<file path="config.mk">
export PLATFORM = sky130hd
export DESIGN_NAME = dsi_link_scheduler_flat
export DESIGN_NICKNAME = d
export VERILOG_FILES = /design/src/rtl/dsi_link_scheduler_if.sv /design/src/rtl/dsi_link_scheduler.sv /design/src/flat_wrapper.sv
export SDC_FILE = /design/constraint.sdc
export NUM_CORES = 1
export LEC_CHECK = 0
export ABC_AREA = 1
export CAP_MARGIN = 20
export CORE_ASPECT_RATIO = 0.6
export CORE_MARGIN = 2
export CORE_UTILIZATION = 44
export CTS_CLUSTER_DIAMETER = 200
export CTS_CLUSTER_SIZE = 20
export DETAILED_ROUTE_END_ITERATION = 10
export GPL_TIMING_DRIVEN = 1
export PLACE_DENSITY = 0.91
export SLEW_MARGIN = 20
export SYNTH_ARGS = -nofsm -noshare
export SYNTH_HDL_FRONTEND = slang
export SYNTH_SLANG_ARGS = --single-unit
</file>
<file path="constraint.sdc">
create_clock -name clk_sys -period 2.4 [get_ports clk_sys]
set_input_delay 0.36 -clock clk_sys [delete_from_list [all_inputs] [get_ports clk_sys]]
set_output_delay 0.36 -clock clk_sys [all_outputs]
set_load 0.1 [all_outputs]
</file>
<file path="src/rtl/dsi_link_scheduler_if.sv">
// Bundle between the DSI link scheduler, its two word-stream sources, and the lanes controller.
// Ports: s0_* and s1_* carry source word streams, iface_* is the lanes-controller write port,
// lines_/clock_ carry the lane power handshake, and busy/grant_src/err_* report status.
// The master modport is the scheduler's view. The slave modport is the environment's view.
`timescale 1ns/1ps
interface dsi_link_scheduler_if;
    localparam int unsigned DATA_W = 32;
    localparam int unsigned STRB_W = 4;

    logic              s0_valid;
    logic              s0_last;
    logic [DATA_W-1:0] s0_data;
    logic [STRB_W-1:0] s0_strb;
    logic              s0_ready;

    logic              s1_valid;
    logic              s1_last;
    logic [DATA_W-1:0] s1_data;
    logic [STRB_W-1:0] s1_strb;
    logic              s1_ready;

    logic [DATA_W-1:0] iface_write_data;
    logic [STRB_W-1:0] iface_write_strb;
    logic              iface_write_rqst;
    logic              iface_last_word;
    logic              iface_data_rqst;

    logic              lines_enable;
    logic              clock_enable;
    logic              lines_ready;
    logic              clock_ready;

    logic              busy;
    logic              grant_src;
    logic              err_timeout;
    logic              err_underrun;

    modport master (
        input  s0_valid, s0_last, s0_data, s0_strb,
        output s0_ready,
        input  s1_valid, s1_last, s1_data, s1_strb,
        output s1_ready,
        output iface_write_data, iface_write_strb, iface_write_rqst, iface_last_word,
        input  iface_data_rqst,
        output lines_enable, clock_enable,
        input  lines_ready, clock_ready,
        output busy, grant_src, err_timeout, err_underrun
    );

    modport slave (
        output s0_valid, s0_last, s0_data, s0_strb,
        input  s0_ready,
        output s1_valid, s1_last, s1_data, s1_strb,
        input  s1_ready,
        input  iface_write_data, iface_write_strb, iface_write_rqst, iface_last_word,
        output iface_data_rqst,
        input  lines_enable, clock_enable,
        output lines_ready, clock_ready,
        input  busy, grant_src, err_timeout, err_underrun
    );
endinterface

</file>
<file path="src/rtl/dsi_link_scheduler.sv">
// DSI link scheduler. It powers the lanes up on demand and arbitrates two word sources round-robin.
// It streams one packet at a time to the lanes controller, then powers the lanes down after an idle period.
// Ports: clk_sys and rst (synchronous, active-high); bus carries everything else through the master modport.
`timescale 1ns/1ps
module dsi_link_scheduler #(
    parameter int unsigned IDLE_TIMEOUT = 64,
    parameter int unsigned PWR_GAP      = 10,
    parameter int unsigned RDY_TIMEOUT  = 1023
) (
    input  logic                 clk_sys,
    input  logic                 rst,
    dsi_link_scheduler_if.master bus
);
    localparam int unsigned DATA_W  = 32;
    localparam int unsigned STRB_W  = 4;
    localparam int unsigned MAX_AB  = (IDLE_TIMEOUT > PWR_GAP) ? IDLE_TIMEOUT : PWR_GAP;
    localparam int unsigned CNT_MAX = (MAX_AB > RDY_TIMEOUT) ? MAX_AB : RDY_TIMEOUT;
    localparam int unsigned CNT_W   = $clog2(CNT_MAX + 1);

    typedef enum logic [3:0] {
        OFF, LINES_UP, GAP, CLK_UP, IDLE, SEND_FIRST, SEND, CLK_DOWN, LINES_DOWN
    } state_t;

    state_t            state_q, state_d;
    logic [CNT_W-1:0]  cnt_q, cnt_d;
    logic              last_grant_q, last_grant_d;
    logic              grant_q, grant_d;
    logic [DATA_W-1:0] wdata_q, wdata_d;
    logic [STRB_W-1:0] wstrb_q, wstrb_d;
    logic              wrqst_q, wrqst_d;
    logic              wlast_q, wlast_d;
    logic              rdy0_q, rdy0_d, rdy1_q, rdy1_d;
    logic              len_q, len_d, cen_q, cen_d, busy_q, busy_d;
    logic              err_to_q, err_to_d, err_ur_q, err_ur_d;

    logic              sel_valid, sel_last, sel_rdy, any_valid, pick, tmo;
    logic [DATA_W-1:0] sel_data;
    logic [STRB_W-1:0] sel_strb;

    // Granted-source view and arbitration decision.
    always_comb begin
        sel_valid = grant_q ? bus.s1_valid : bus.s0_valid;
        sel_last  = grant_q ? bus.s1_last  : bus.s0_last;
        sel_data  = grant_q ? bus.s1_data  : bus.s0_data;
        sel_strb  = grant_q ? bus.s1_strb  : bus.s0_strb;
        sel_rdy   = grant_q ? rdy1_q       : rdy0_q;
        any_valid = bus.s0_valid | bus.s1_valid;
        // When only one source requests, it wins. On a tie, the source not granted last time wins.
        pick      = (bus.s0_valid & bus.s1_valid) ? ~last_grant_q : bus.s1_valid;
        tmo       = (cnt_q == CNT_W'(RDY_TIMEOUT));
    end

    // Next-state and next-output logic.
    always_comb begin
        state_d      = state_q;
        cnt_d        = cnt_q;
        last_grant_d = last_grant_q;
        grant_d      = grant_q;
        wdata_d      = wdata_q;
        wstrb_d      = wstrb_q;
        wlast_d      = wlast_q;
        wrqst_d      = 1'b0;
        rdy0_d       = 1'b0;
        rdy1_d       = 1'b0;
        err_to_d     = err_to_q;
        err_ur_d     = err_ur_q;

        case (state_q)
            OFF: begin
                cnt_d = '0;
                if (any_valid) state_d = LINES_UP;
            end
            LINES_UP: begin
                if (bus.lines_ready) begin
                    state_d = GAP;
                    cnt_d   = '0;
                end else if (tmo) begin
                    state_d  = OFF;
                    cnt_d    = '0;
                    err_to_d = 1'b1;
                end else begin
                    cnt_d = cnt_q + CNT_W'(1);
                end
            end
            GAP: begin
                if (cnt_q == CNT_W'(PWR_GAP - 1)) begin
                    state_d = CLK_UP;
                    cnt_d   = '0;
                end else begin
                    cnt_d = cnt_q + CNT_W'(1);
                end
            end
            CLK_UP: begin
                if (bus.clock_ready) begin
                    state_d = IDLE;
                    cnt_d   = '0;
                end else if (tmo) begin
                    state_d  = OFF;
                    cnt_d    = '0;
                    err_to_d = 1'b1;
                end else begin
                    cnt_d = cnt_q + CNT_W'(1);
                end
            end
            IDLE: begin
                if (any_valid) begin
                    state_d      = SEND_FIRST;
                    cnt_d        = '0;
                    grant_d      = pick;
                    last_grant_d = pick;
                end else if (cnt_q == CNT_W'(IDLE_TIMEOUT - 1)) begin
                    state_d = CLK_DOWN;
                    cnt_d   = '0;
                end else begin
                    cnt_d = cnt_q + CNT_W'(1);
                end
            end
            SEND_FIRST: begin
                wdata_d = sel_data;
                wstrb_d = sel_strb;
                wlast_d = sel_last;
                wrqst_d = 1'b1;
                rdy0_d  = ~grant_q;
                rdy1_d  = grant_q;
                state_d = SEND;
            end
            SEND: begin
                // Ready is registered, so the source advances one cycle after a capture.
                // A request in that cycle would capture a stale word, so it is ignored.
                if (bus.iface_data_rqst && !sel_rdy) begin
                    if (wlast_q) begin
                        wdata_d = '0;
                        wstrb_d = '0;
                        wlast_d = 1'b0;
                        state_d = IDLE;
                        cnt_d   = '0;
                    end else if (sel_valid) begin
                        wdata_d = sel_data;
                        wstrb_d = sel_strb;
                        wlast_d = sel_last;
                        rdy0_d  = ~grant_q;
                        rdy1_d  = grant_q;
                    end else begin
                        // Underrun: close the packet with an empty final word.
                        err_ur_d = 1'b1;
                        wdata_d  = '0;
                        wstrb_d  = '0;
                        wlast_d  = 1'b1;
                    end
                end
            end
            CLK_DOWN: begin
                if (!bus.clock_ready) begin
                    state_d = LINES_DOWN;
                    cnt_d   = '0;
                end else if (tmo) begin
                    state_d  = OFF;
                    cnt_d    = '0;
                    err_to_d = 1'b1;
                end else begin
                    cnt_d = cnt_q + CNT_W'(1);
                end
            end
            LINES_DOWN: begin
                if (!bus.lines_ready) begin
                    state_d = OFF;
                    cnt_d   = '0;
                end else if (tmo) begin
                    state_d  = OFF;
                    cnt_d    = '0;
                    err_to_d = 1'b1;
                end else begin
                    cnt_d = cnt_q + CNT_W'(1);
                end
            end
            default: begin
                state_d = OFF;
                cnt_d   = '0;
            end
        endcase

        // Enables and busy follow the upcoming state, so the registered outputs line up with state_q.
        len_d  = (state_d != OFF) && (state_d != LINES_DOWN);
        cen_d  = (state_d == CLK_UP) || (state_d == IDLE) ||
                 (state_d == SEND_FIRST) || (state_d == SEND);
        busy_d = (state_d != OFF);
    end

    // State and output registers.
    always_ff @(posedge clk_sys) begin
        if (rst) begin
            state_q      <= OFF;
            cnt_q        <= '0;
            last_grant_q <= 1'b1;
            grant_q      <= 1'b0;
            wdata_q      <= '0;
            wstrb_q      <= '0;
            wrqst_q      <= 1'b0;
            wlast_q      <= 1'b0;
            rdy0_q       <= 1'b0;
            rdy1_q       <= 1'b0;
            len_q        <= 1'b0;
            cen_q        <= 1'b0;
            busy_q       <= 1'b0;
            err_to_q     <= 1'b0;
            err_ur_q     <= 1'b0;
        end else begin
            state_q      <= state_d;
            cnt_q        <= cnt_d;
            last_grant_q <= last_grant_d;
            grant_q      <= grant_d;
            wdata_q      <= wdata_d;
            wstrb_q      <= wstrb_d;
            wrqst_q      <= wrqst_d;
            wlast_q      <= wlast_d;
            rdy0_q       <= rdy0_d;
            rdy1_q       <= rdy1_d;
            len_q        <= len_d;
            cen_q        <= cen_d;
            busy_q       <= busy_d;
            err_to_q     <= err_to_d;
            err_ur_q     <= err_ur_d;
        end
    end

    assign bus.s0_ready         = rdy0_q;
    assign bus.s1_ready         = rdy1_q;
    assign bus.iface_write_data = wdata_q;
    assign bus.iface_write_strb = wstrb_q;
    assign bus.iface_write_rqst = wrqst_q;
    assign bus.iface_last_word  = wlast_q;
    assign bus.lines_enable     = len_q;
    assign bus.clock_enable     = cen_q;
    assign bus.busy             = busy_q;
    assign bus.grant_src        = grant_q;
    assign bus.err_timeout      = err_to_q;
    assign bus.err_underrun     = err_ur_q;
endmodule

</file>
<file path="src/flat_wrapper.sv">
// flat-port wrapper written by rule: the top's interface ports become plain ports
module dsi_link_scheduler_flat 
#(
    parameter int unsigned IDLE_TIMEOUT = 64,
    parameter int unsigned PWR_GAP      = 10,
    parameter int unsigned RDY_TIMEOUT  = 1023
)
  (clk_sys, rst, bus_s0_valid, bus_s0_last, bus_s0_data, bus_s0_strb, bus_s0_ready, bus_s1_valid, bus_s1_last, bus_s1_data, bus_s1_strb, bus_s1_ready, bus_iface_write_data, bus_iface_write_strb, bus_iface_write_rqst, bus_iface_last_word, bus_iface_data_rqst, bus_lines_enable, bus_clock_enable, bus_lines_ready, bus_clock_ready, bus_busy, bus_grant_src, bus_err_timeout, bus_err_underrun);
  dsi_link_scheduler_if bus_i ();
  input  logic clk_sys;
  input  logic rst;
  input wire logic [$bits(bus_i.s0_valid)-1:0] bus_s0_valid;
  input wire logic [$bits(bus_i.s0_last)-1:0] bus_s0_last;
  input wire logic [$bits(bus_i.s0_data)-1:0] bus_s0_data;
  input wire logic [$bits(bus_i.s0_strb)-1:0] bus_s0_strb;
  output wire logic [$bits(bus_i.s0_ready)-1:0] bus_s0_ready;
  input wire logic [$bits(bus_i.s1_valid)-1:0] bus_s1_valid;
  input wire logic [$bits(bus_i.s1_last)-1:0] bus_s1_last;
  input wire logic [$bits(bus_i.s1_data)-1:0] bus_s1_data;
  input wire logic [$bits(bus_i.s1_strb)-1:0] bus_s1_strb;
  output wire logic [$bits(bus_i.s1_ready)-1:0] bus_s1_ready;
  output wire logic [$bits(bus_i.iface_write_data)-1:0] bus_iface_write_data;
  output wire logic [$bits(bus_i.iface_write_strb)-1:0] bus_iface_write_strb;
  output wire logic [$bits(bus_i.iface_write_rqst)-1:0] bus_iface_write_rqst;
  output wire logic [$bits(bus_i.iface_last_word)-1:0] bus_iface_last_word;
  input wire logic [$bits(bus_i.iface_data_rqst)-1:0] bus_iface_data_rqst;
  output wire logic [$bits(bus_i.lines_enable)-1:0] bus_lines_enable;
  output wire logic [$bits(bus_i.clock_enable)-1:0] bus_clock_enable;
  input wire logic [$bits(bus_i.lines_ready)-1:0] bus_lines_ready;
  input wire logic [$bits(bus_i.clock_ready)-1:0] bus_clock_ready;
  output wire logic [$bits(bus_i.busy)-1:0] bus_busy;
  output wire logic [$bits(bus_i.grant_src)-1:0] bus_grant_src;
  output wire logic [$bits(bus_i.err_timeout)-1:0] bus_err_timeout;
  output wire logic [$bits(bus_i.err_underrun)-1:0] bus_err_underrun;
  assign bus_i.s0_valid = bus_s0_valid;
  assign bus_i.s0_last = bus_s0_last;
  assign bus_i.s0_data = bus_s0_data;
  assign bus_i.s0_strb = bus_s0_strb;
  assign bus_s0_ready = bus_i.s0_ready;
  assign bus_i.s1_valid = bus_s1_valid;
  assign bus_i.s1_last = bus_s1_last;
  assign bus_i.s1_data = bus_s1_data;
  assign bus_i.s1_strb = bus_s1_strb;
  assign bus_s1_ready = bus_i.s1_ready;
  assign bus_iface_write_data = bus_i.iface_write_data;
  assign bus_iface_write_strb = bus_i.iface_write_strb;
  assign bus_iface_write_rqst = bus_i.iface_write_rqst;
  assign bus_iface_last_word = bus_i.iface_last_word;
  assign bus_i.iface_data_rqst = bus_iface_data_rqst;
  assign bus_lines_enable = bus_i.lines_enable;
  assign bus_clock_enable = bus_i.clock_enable;
  assign bus_i.lines_ready = bus_lines_ready;
  assign bus_i.clock_ready = bus_clock_ready;
  assign bus_busy = bus_i.busy;
  assign bus_grant_src = bus_i.grant_src;
  assign bus_err_timeout = bus_i.err_timeout;
  assign bus_err_underrun = bus_i.err_underrun;
  dsi_link_scheduler #(.IDLE_TIMEOUT(IDLE_TIMEOUT), .PWR_GAP(PWR_GAP), .RDY_TIMEOUT(RDY_TIMEOUT)) u_core (.clk_sys(clk_sys), .rst(rst), .bus(bus_i));
endmodule
</file>
==> impl_results.md <==
* Run status: completed
* Largest net degree at the start of global routing at 40
* Cell accounting for the most synthesized area: dfxtp_1
* Vias in the first global route at ~3.4k
* CP Launch Type: flop
* Die H at approximately 70 um
* Clock power frac at 0.492
* RR Endpoint: u_core.cnt_q[4]
* Layout cell share with drive strength beyond 1 at 0.1703
* Deepest clock path buffer count at 2
* CTS buffer count at 9
* RSZ-0062 raised after global routing: no
* Worst-margin pin slew at around 0.53 ns
* CTS Sinks at 61
* Hold Crit Start: rst
* DRT antenna net count at 0
* YS warnings at 0
* Worst Skew at around 0.0042 ns
* Reg2Reg Depth at 10
* Syn avg cell area at between 6 and 7 um2
* Slack of the worst reg-to-reg path at ~0.34 ns
* Fin nets at around 670
* Final Hold Vio Count at 0
* WHS at about 0.42 ns
* TritonCTS clock tree: yes
* Most used cell, CP: nand2_1
* Core Box Area at 6820 um2
* Sequential area share after synthesis at 0.3858
* Post-CTS sizing at 0
* Max Fclk at 486.4 MHz
* Residual DRC at 0
* Io pins at between 100 and 150
* I/O Buffers at 126
* Clk pin slew, worst setup/hold paths at approximately 0.05 ns
* Yosys top cell area share at 0.3858
* Clk Latency, worst-skew pair at roughly 0.32 ns
* GRT Total Usage at 0.2386
* Post-synth EDFFs at 0
* Leakage at roughly 2.1 nW
* Postcts setup bufs at 0
* CTS root buffer: clkbuf_16
* Most frequent cells after synthesis: nand2_1 (168), nor2_1 (75), dfxtp_1 (61)
* Grt ovf at 0
* Biggest cell delay along the critical path at approximately 0.41 ns
* Syn nets at approximately 550
* Period Utilization, post-route at 0.8565
* Fraction of registers with async set/reset at 0
* Fillers at about 560
* Setup CP Type: reg2reg
* Cts hold-fix bufs at 0
* Top-count cell post-synth: nand2_1
* # diodes at 0
* WL/cell at ~14 um
* Sum Neg Setup Slack at 0 ns
* Critical path buffer and inverter count at 1
* Cell family with the largest share of critical-path delay: simple AND/OR/NAND/NOR gates
* Final count of negative-setup-slack endpoints at 0
* Worst setup EP type: flop
* Arrival @ worst endpoint at between 2 and 2.5 ns
* Global-route wire length before repair at ~15000 um
* Max-Cap Viols at 0
* Internal power at 2.074 mW
* Max Slew Vio Count at 0
* Yosys cell types at 30
* Die Area at between 7000 and 8000 um2
* # rows at 23
* WHS Path Cells at 2
* Ranking of synthesized cells by area: dfxtp_1 (39%), nand2_1 (20%), nor2_1 (8.9%), a22oi_2 (7.9%), a22oi_1 (3.8%)
* Logic pwr share at 0.123
* Vias at about 3.5k
* Worst slew margin at 0.6493
* DR iter-0 viols at 247
* CP cell instances: ha_1 > nand3_1 > nor3_1 > nand2_1 > nand2_1 > nand2_1 > a21oi_1 > o21ai_0 > nand2_1 > inv_1
* Worst hold path type: in2reg
* Sw Share at 0.2296
* Switch Pwr at about 0.62 mW
* WHS Endpoint: u_core.bus.iface_write_data[29]
* Initial Utilization at 0.4641
* Sequential share of power at 0.386
* Placed instance count at 664
* Worst Path Required at around 2.6 ns
* Initial antenna violation count at 0
* Worst reg2reg path startpoint: u_core.cnt_q[0]
* Critical Path Fanout Max at 5
* Area Growth Syn to Fin at 47.87%
* Fin cells at between 600 and 700
* WL final at between 9000 and 10000 um
* Power per cell area at ~580 nW/um2
* HPWL Detailed at 7012 um
* H-tree levels at 3
* Synthesized cell area at around 3200 um2
* Die width at approximately 110 um
* Worst IR Drop VDD at around 0.00035 V
* Final Wtd Congestion at approximately 0.9
* Cells after Synth at ~470
* Tmin final at around 2.1 ns
* Vias per Instance at approximately 5.2
* Pre-antenna DRT Iters at 5
* Crit-path slowest cell: dfxtp_1
* Dominant synthesized flop cell: dfxtp_1
* Post-synthesis register bit count at 61
area by class of cell:
| type | instances | area, um2 | share of cell area |
|---|---|---|---|
| flip-flops and latches | 61 | 1221 | 0.2609 |
| clock buffers | 13 | 270.3 | 0.05774 |
| repair buffers | 133 | 1206 | 0.2577 |
| clock inverters | 3 | 42.54 | 0.009088 |
| well taps | 87 | 108.9 | 0.02326 |
| inverters | 33 | 123.9 | 0.02646 |
| multi-input cells | 350 | 1708 | 0.3649 |
state kept, by name, indices dropped and copies added, names as in the netlist, 4 cells and up:
signal	count
u_core.cnt_q	10
u_core.bus.iface_write_strb	4
u_core.state_q	4
u_core.bus.iface_write_data	32
layer usage:
| layer | part of all wire | up-vias | global-route usage |
|---|---|---|---|
| li1 | - | 1747 | - |
| met1 | 0.41 | 1594 | 0.2731 |
| met2 | 0.49 | 163 | 0.4278 |
| met3 | 0.080 | 15 | 0.07255 |
| met4 | 0.015 | 0 | 0.07182 |
| met5 | 0 | - | 0 |
power by group through the flow:
stage	combinational (mW)	clock, mW	sequential, mW
final	0.330	1.32	1.04
after floorplan	0.105	0	1.11
after CTS	0.330	1.33	1.04
after detailed placement	0.327	0	1.06
after global placement	0.318	0	1.06
after global routing	0.357	1.38	1.04
how the worst max path moves through the flow:
stage | cells after the start | end | slack [ns] | start
5_1_grt | 10 | u_core.bus.iface_write_data[12] | 0.18 | u_core.bus.grant_src
3_5_place_dp | 9 | u_core.bus.iface_write_data[3] | 0.39 | bus_s1_valid
2_1_floorplan | 10 | u_core.bus.iface_write_data[0] | 0.05 | u_core.bus.grant_src
3_3_place_gp | 9 | u_core.bus.iface_write_data[8] | 0.46 | bus_s1_valid
4_1_cts | 9 | u_core.cnt_q[3] | 0.36 | u_core.cnt_q[0]
6_report | 10 | u_core.cnt_q[4] | 0.34 | u_core.cnt_q[0]
per-stage QoR:
step           power (mW)  setup slack, ns  instance area [um2]  utilization
3_5_place_dp        1.385           0.3887                 4368       0.6404
2_1_floorplan       1.212          0.04779                 3166            -
4_1_cts             2.696           0.3627                 4681       0.6863
5_1_grt             2.778           0.1762                 4681       0.6863
3_3_place_gp        1.375           0.4556                 4368       0.6404
6_report            2.692           0.3443                 4681       0.6863
kinds of logic (layout without fill, tap and decap cells):
family	after synthesis	after routing	synth area share
compound gates	65	65	0.1692
xor+xnor	1	1	0.002767
fa+ha+maj	2	2	0.007904
buf+inv	55	182	0.07470
flops	61	61	0.3858
simple gates	282	282	0.3597
layout by cell type, fill, tap and decap left out, types with 13 or more instances in the layout:
| cell type | synthesis | layout |
|---|---|---|
| clkdlybuf4s50_1 | 0 | 79 |
| dfxtp_1 | 61 | 61 |
| nand2_1 | 168 | 168 |
| nand3_1 | 20 | 20 |
| inv_1 | 29 | 29 |
| a22oi_1 | 16 | 16 |
| a22oi_2 | 20 | 20 |
| nor2_1 | 75 | 75 |
| buf_4 | 1 | 52 |
| a21oi_1 | 13 | 13 |
(Power assumes the default switching activity.)
